`config.mk`:
```
export PLATFORM = sky130hd
export DESIGN_NAME = vector_operand_packer
export DESIGN_NICKNAME = d
export VERILOG_FILES = /design/src/rtl/vector_operand_packer.sv
export SDC_FILE = /design/constraint.sdc
export NUM_CORES = 1
export LEC_CHECK = 0
export ABC_AREA = 1
export CAP_MARGIN = 25
export CORE_UTILIZATION = 49
export DETAILED_ROUTE_END_ITERATION = 6
export MAX_ROUTING_LAYER = met4
export PLACE_DENSITY = 0.78
export REMOVE_ABC_BUFFERS = 1
export SLEW_MARGIN = 15
export SYNTH_ARGS = -nofsm -noshare
export SYNTH_HDL_FRONTEND = slang
export SYNTH_SLANG_ARGS = --single-unit
```
`constraint.sdc`:
```
create_clock -name clk -period 6.06 [get_ports clk]
set_clock_uncertainty 0.2 [all_clocks]
set_input_delay 0.909 -clock clk [delete_from_list [all_inputs] [get_ports clk]]
set_output_delay 0.909 -clock clk [all_outputs]
set_load 0.02 [all_outputs]
```
`src/rtl/vector_operand_packer.sv`:
```
// vector_operand_packer: reads NUM_WORDS consecutive words from a memory with
// one cycle of registered read latency, packs them into one wide operand, and
// hands the operand off over a valid/ready handshake.
module vector_operand_packer #(
    parameter int unsigned WORD_W    = 20,
    parameter int unsigned NUM_WORDS = 4,
    parameter int unsigned ADDR_W    = 2
) (
    input  logic                        clk,
    input  logic                        reset,
    input  logic                        start,
    input  logic [ADDR_W-1:0]           base_addr,
    output logic [ADDR_W-1:0]           mem_addr,
    input  logic [WORD_W-1:0]           mem_rdata,
    output logic [WORD_W*NUM_WORDS-1:0] op_data,
    output logic                        op_valid,
    input  logic                        op_ready,
    output logic                        busy,
    output logic                        done
);

    localparam int unsigned IW = $clog2(NUM_WORDS + 1);
    localparam int unsigned CW = $clog2(NUM_WORDS);
    localparam logic [IW-1:0] ISSUE_ALL = IW'(NUM_WORDS);
    localparam logic [CW-1:0] LAST_SLOT = CW'(NUM_WORDS - 1);

    typedef enum logic [1:0] {
        IDLE,
        FETCH,
        PRESENT
    } state_t;

    state_t          state;
    state_t          state_next;
    logic [IW-1:0]   iss_cnt;
    logic [CW-1:0]   cap_cnt;
    logic            addr_live;
    logic            rd_pending;
    logic            accept_start;
    logic            last_capture;
    logic            handshake;

    // Qualified events shared by the FSM and the datapath
    always_comb begin
        accept_start = (state == IDLE) && start;
        last_capture = (state == FETCH) && rd_pending && (cap_cnt == LAST_SLOT);
        handshake    = (state == PRESENT) && op_ready;
    end

    // Next-state logic
    always_comb begin
        state_next = state;
        unique case (state)
            IDLE:    if (accept_start) state_next = FETCH;
            FETCH:   if (last_capture) state_next = PRESENT;
            PRESENT: if (handshake)    state_next = IDLE;
            default: state_next = IDLE;
        endcase
    end

    // State register
    always_ff @(posedge clk or posedge reset) begin
        if (reset) state <= IDLE;
        else       state <= state_next;
    end

    // Address issue and read-pending tracking; addr_live marks a freshly
    // issued address whose data returns one edge later (rd_pending)
    always_ff @(posedge clk or posedge reset) begin
        if (reset) begin
            mem_addr   <= '0;
            iss_cnt    <= '0;
            cap_cnt    <= '0;
            addr_live  <= 1'b0;
            rd_pending <= 1'b0;
        end else if (accept_start) begin
            mem_addr   <= base_addr;
            iss_cnt    <= IW'(1);
            cap_cnt    <= '0;
            addr_live  <= 1'b1;
            rd_pending <= 1'b0;
        end else if (state == FETCH) begin
            rd_pending <= addr_live;
            if (iss_cnt != ISSUE_ALL) begin
                mem_addr  <= mem_addr + ADDR_W'(1);
                iss_cnt   <= iss_cnt + IW'(1);
                addr_live <= 1'b1;
            end else begin
                addr_live <= 1'b0;
            end
            if (rd_pending) cap_cnt <= cap_cnt + CW'(1);
        end
    end

    // Operand capture: returned word lands in the slot of its issue order
    always_ff @(posedge clk or posedge reset) begin
        if (reset) begin
            op_data <= '0;
        end else if ((state == FETCH) && rd_pending) begin
            op_data[WORD_W*32'(cap_cnt) +: WORD_W] <= mem_rdata;
        end
    end

    // Completion pulse in the cycle after the handshake
    always_ff @(posedge clk or posedge reset) begin
        if (reset) done <= 1'b0;
        else       done <= handshake;
    end

    assign op_valid = (state == PRESENT);
    assign busy     = (state != IDLE);

endmodule

```
==> flow_summary.json <==
{
  "grt-ovfl-total": 0,
  "postLayoutSetupSlackWorst_ns": 2.546,
  "synth_fa_ha_area_frac": 0.01706,
  "hpwl_um": 10800,
  "coreArea_um2": 9955,
  "min_path_type": "register to register",
  "critPathKind": "register to register",
  "p_int_mw": 1.980,
  "pwr-share-clk": 0.115,
  "worstSetupPathDepth": 6,
  "placed_cell_area_um2": 6207,
  "endpoint_kind": "register",
  "tns_ns": 0,
  "ctsRootBufferMaster": "clkbuf_8",
  "drive_gt1_frac": 0.05747,
  "synth_top_family_by_area": "simple AND/OR/NAND/NOR gates",
  "routabilityCongestion": 0.9097,
  "endpoint": "op_data[26]",
  "io_buffer_count": 110,
  "synth_xor_area_frac": 0.001706,
  "diodes": 0,
  "yosysSeqAreaShare": 0.4486,
  "crit_top_cell": "nand2_1",
  "clkTransAtPathRegs_ns": 0.09,
  "utilization": 0.6450,
  "first_global_vias": 4917,
  "max_cap_viol_count": 0,
  "postSynthCellCount": 695,
  "path_max_fanout": 27,
  "placedCellCount": 901,
  "cp.required_ns": 6.17,
  "die_h_um": 104.3,
  "dr.pass1.iters": 5,
  "ff2ff_setup_slack_ns": 2.55,
  "grt_pass1_wl_um": 24920,
  "grt_usage": 0.2997,
  "area_growth_pct": 25.11,
  "rsz0062_at_grt": "no",
  "yosysUniqueCellTypes": 36,
  "finalCritPeriodShare": 0.5799,
  "seqPwrFrac": 0.262,
  "most-common-layout-cells": "nand2_1, clkdlybuf4s50_1, nand3_1",
  "avgSynthCellArea_um2": 7.385,
  "r2r-start": "cap_cnt[0]",
  "p_leak_nw": 3.177,
  "finalHoldViolCount": 0,
  "hold_ws_ns": 0.2844,
  "worstSkewPairLatency_ns": 0.37,
  "synth_warnings": 0,
  "die_x_um": 104.3,
  "min_period_ns": 3.514,
  "irDropWorstVdd_uv": 317.2,
  "crit_family": "simple AND/OR/NAND/NOR gates",
  "cts_sinks": 92,
  "drv_slew": 0,
  "ios": 111,
  "fin_area_um2": 6421,
  "synth_area_um2": 5132,
  "worst-path-buf-inv": 1,
  "drtIter0Drc": 303,
  "fp-row-count": 36,
  "avgViaCountPerCell": 5.595,
  "finalPower_mw": 3.982,
  "max_freq_mhz": 284.6,
  "cts_buffers": 9,
  "r2r_cells": 6,
  "synth-compound-area-share": 0.09069,
  "synthSimpleGateAreaFrac": 0.3630,
  "cp-start-kind": "register",
  "maxSlewHeadroom": 0.3987,
  "cts_tree": "yes",
  "fp.dieArea_um2": 10890,
  "htreeDepth": 3,
  "antenna_left": 0,
  "wl_um": 15280,
  "cp_slowest_cell": "nor2_2",
  "dp_worst_setup_slack_ns": 2.627,
  "drc": 0,
  "grt_max_degree": 52,
  "start_util": 0.5156,
  "layout_commonest_cell": "nand2_1",
  "cts_buffer_depth": 2,
  "path_cells": "buf_4, ha_1, nand2_1, nor2_2, nand3_1, nand2_1",
  "status": "complete, no violations",
  "finalNonFillerCells": 916,
  "arrival_ns": 3.62,
  "p_sw_frac": 0.5028,
  "powerDensity_nw_per_um2": 620.2,
  "r2r-end": "op_data[26]",
  "wl_per_cell_um": 16.68,
  "muxShareOfSynthArea": 0,
  "max_stage_delay_ns": 0.92,
  "synth_seq_cells": 92,
  "tightest_slew_ns": 0.9010,
  "vias": 5125,
  "power_switching_mw": 2.002,
  "setup_violations": 0,
  "power.share.combinational": 0.623,
  "n_fill_cell": 891,
  "holdBufCountCts": 0,
  "antenna_found_initial": 0,
  "nNetsFinal": 812,
  "post-cts-setup-buffer-count": 0,
  "cts-resized-gates": 0,
  "setup.worst_path.start": "cap_cnt[0]"
}
==> cell type report <==
type                            instances  area (um2)  share of cell area
Multi-Input combinational cell        514        2425              0.3776
Tap cell                              133       166.4             0.02592
Clock inverter                          6       90.09             0.01403
Sequential cell                        92        2302              0.3585
Timing Repair Buffer                  114        1131              0.1761
Inverter                               48       182.7             0.02845
Clock buffer                            9       123.9             0.01929
==> tightest hold or removal path: stages (launching register included) <==
cell and delay [ns]:
dfrtp_1 0.35, nand2_1 0.05, nand2_1 0.05
==> power groups by stage <==
stage | combinational [mW] | clock, mW | sequential [mW]
after floorplan | 1.24 | 0 | 1.34
after global placement | 2.42 | 0 | 1.04
after detailed placement | 2.46 | 0 | 1.05
after CTS | 2.47 | 0.463 | 1.04
after global routing | 2.70 | 0.485 | 1.08
final | 2.48 | 0.458 | 1.04
==> sequential cells by signal (all words and copies together), names as in the netlist <==
| register | count |
|---|---|
| addr_live | 1 |
| op_data | 80 |
| iss_cnt | 3 |
| cap_cnt | 2 |
| rd_pending | 1 |
| done | 1 |
| state | 2 |
| mem_addr | 2 |
==> logic make-up after synthesis <==
family / Yosys count
AOI/OAI and AO/OA: 84
xor gates and xnor gates: 1
adders and majority gates: 7
buffers and inverters: 89
DFF: 92
and+or+nand+nor: 422
==> layer usage <==
layer	vias to the layer above	wire, um	global-route usage
met5	-	0	-
met4	0	333	0.1204
met3	30	845	0.03446
met2	216	7260	0.4546
met1	2433	6840	0.4103
li1	2446	-	-
==> worst min-delay path by stage <==
stage | to | depth (start not counted) | slack, ns | startpoint
after detailed placement | op_data[55] | 2 | 0.27 | op_data[55]
final | op_data[52] | 2 | 0.28 | op_data[52]
after global routing | op_data[59] | 2 | 0.30 | op_data[59]
after global placement | op_data[57] | 2 | 0.26 | op_data[57]
after floorplan | iss_cnt[2] | 2 | 0.29 | iss_cnt[2]
after CTS | op_data[70] | 2 | 0.29 | op_data[70]
==> Yosys cell counts <==
cell type	count	share of area
nand2_1	270	0.20
nand3_1	108	0.11
dfrtp_1	92	0.45
inv_1	38	0.028
o21ai_0	29	0.028
a21oi_1	20	0.020
nand4_1	15	0.018
o21ai_1	15	0.015
buf_2	14	0.014
clkbuf_1	14	0.010
nor2_1	12	0.0088
ha_1	7	0.017
inv_2	7	0.0051
buf_4	6	0.0088
buf_6	4	0.0088
o211ai_1	4	0.0059
a31oi_1	3	0.0037
buf_1	3	0.0022
nor2_2	3	0.0037
o21bai_1	3	0.0044
o22ai_1	3	0.0037
or2_2	3	0.0037
a21oi_2	2	0.0034
clkinv_1	2	0.0015
nand3_2	2	0.0039
nor2_4	2	0.0044
nor2_8	2	0.0078
nor3_1	2	0.0020
o21a_1	2	0.0029
o31ai_1	2	0.0029
a211oi_1	1	0.0015
clkinv_2	1	0.00097
nand3_4	1	0.0034
nand4_2	1	0.0024
nor3_2	1	0.0020
xnor2_1	1	0.0017
No activity file was read; power rests on OpenSTA's default activity.
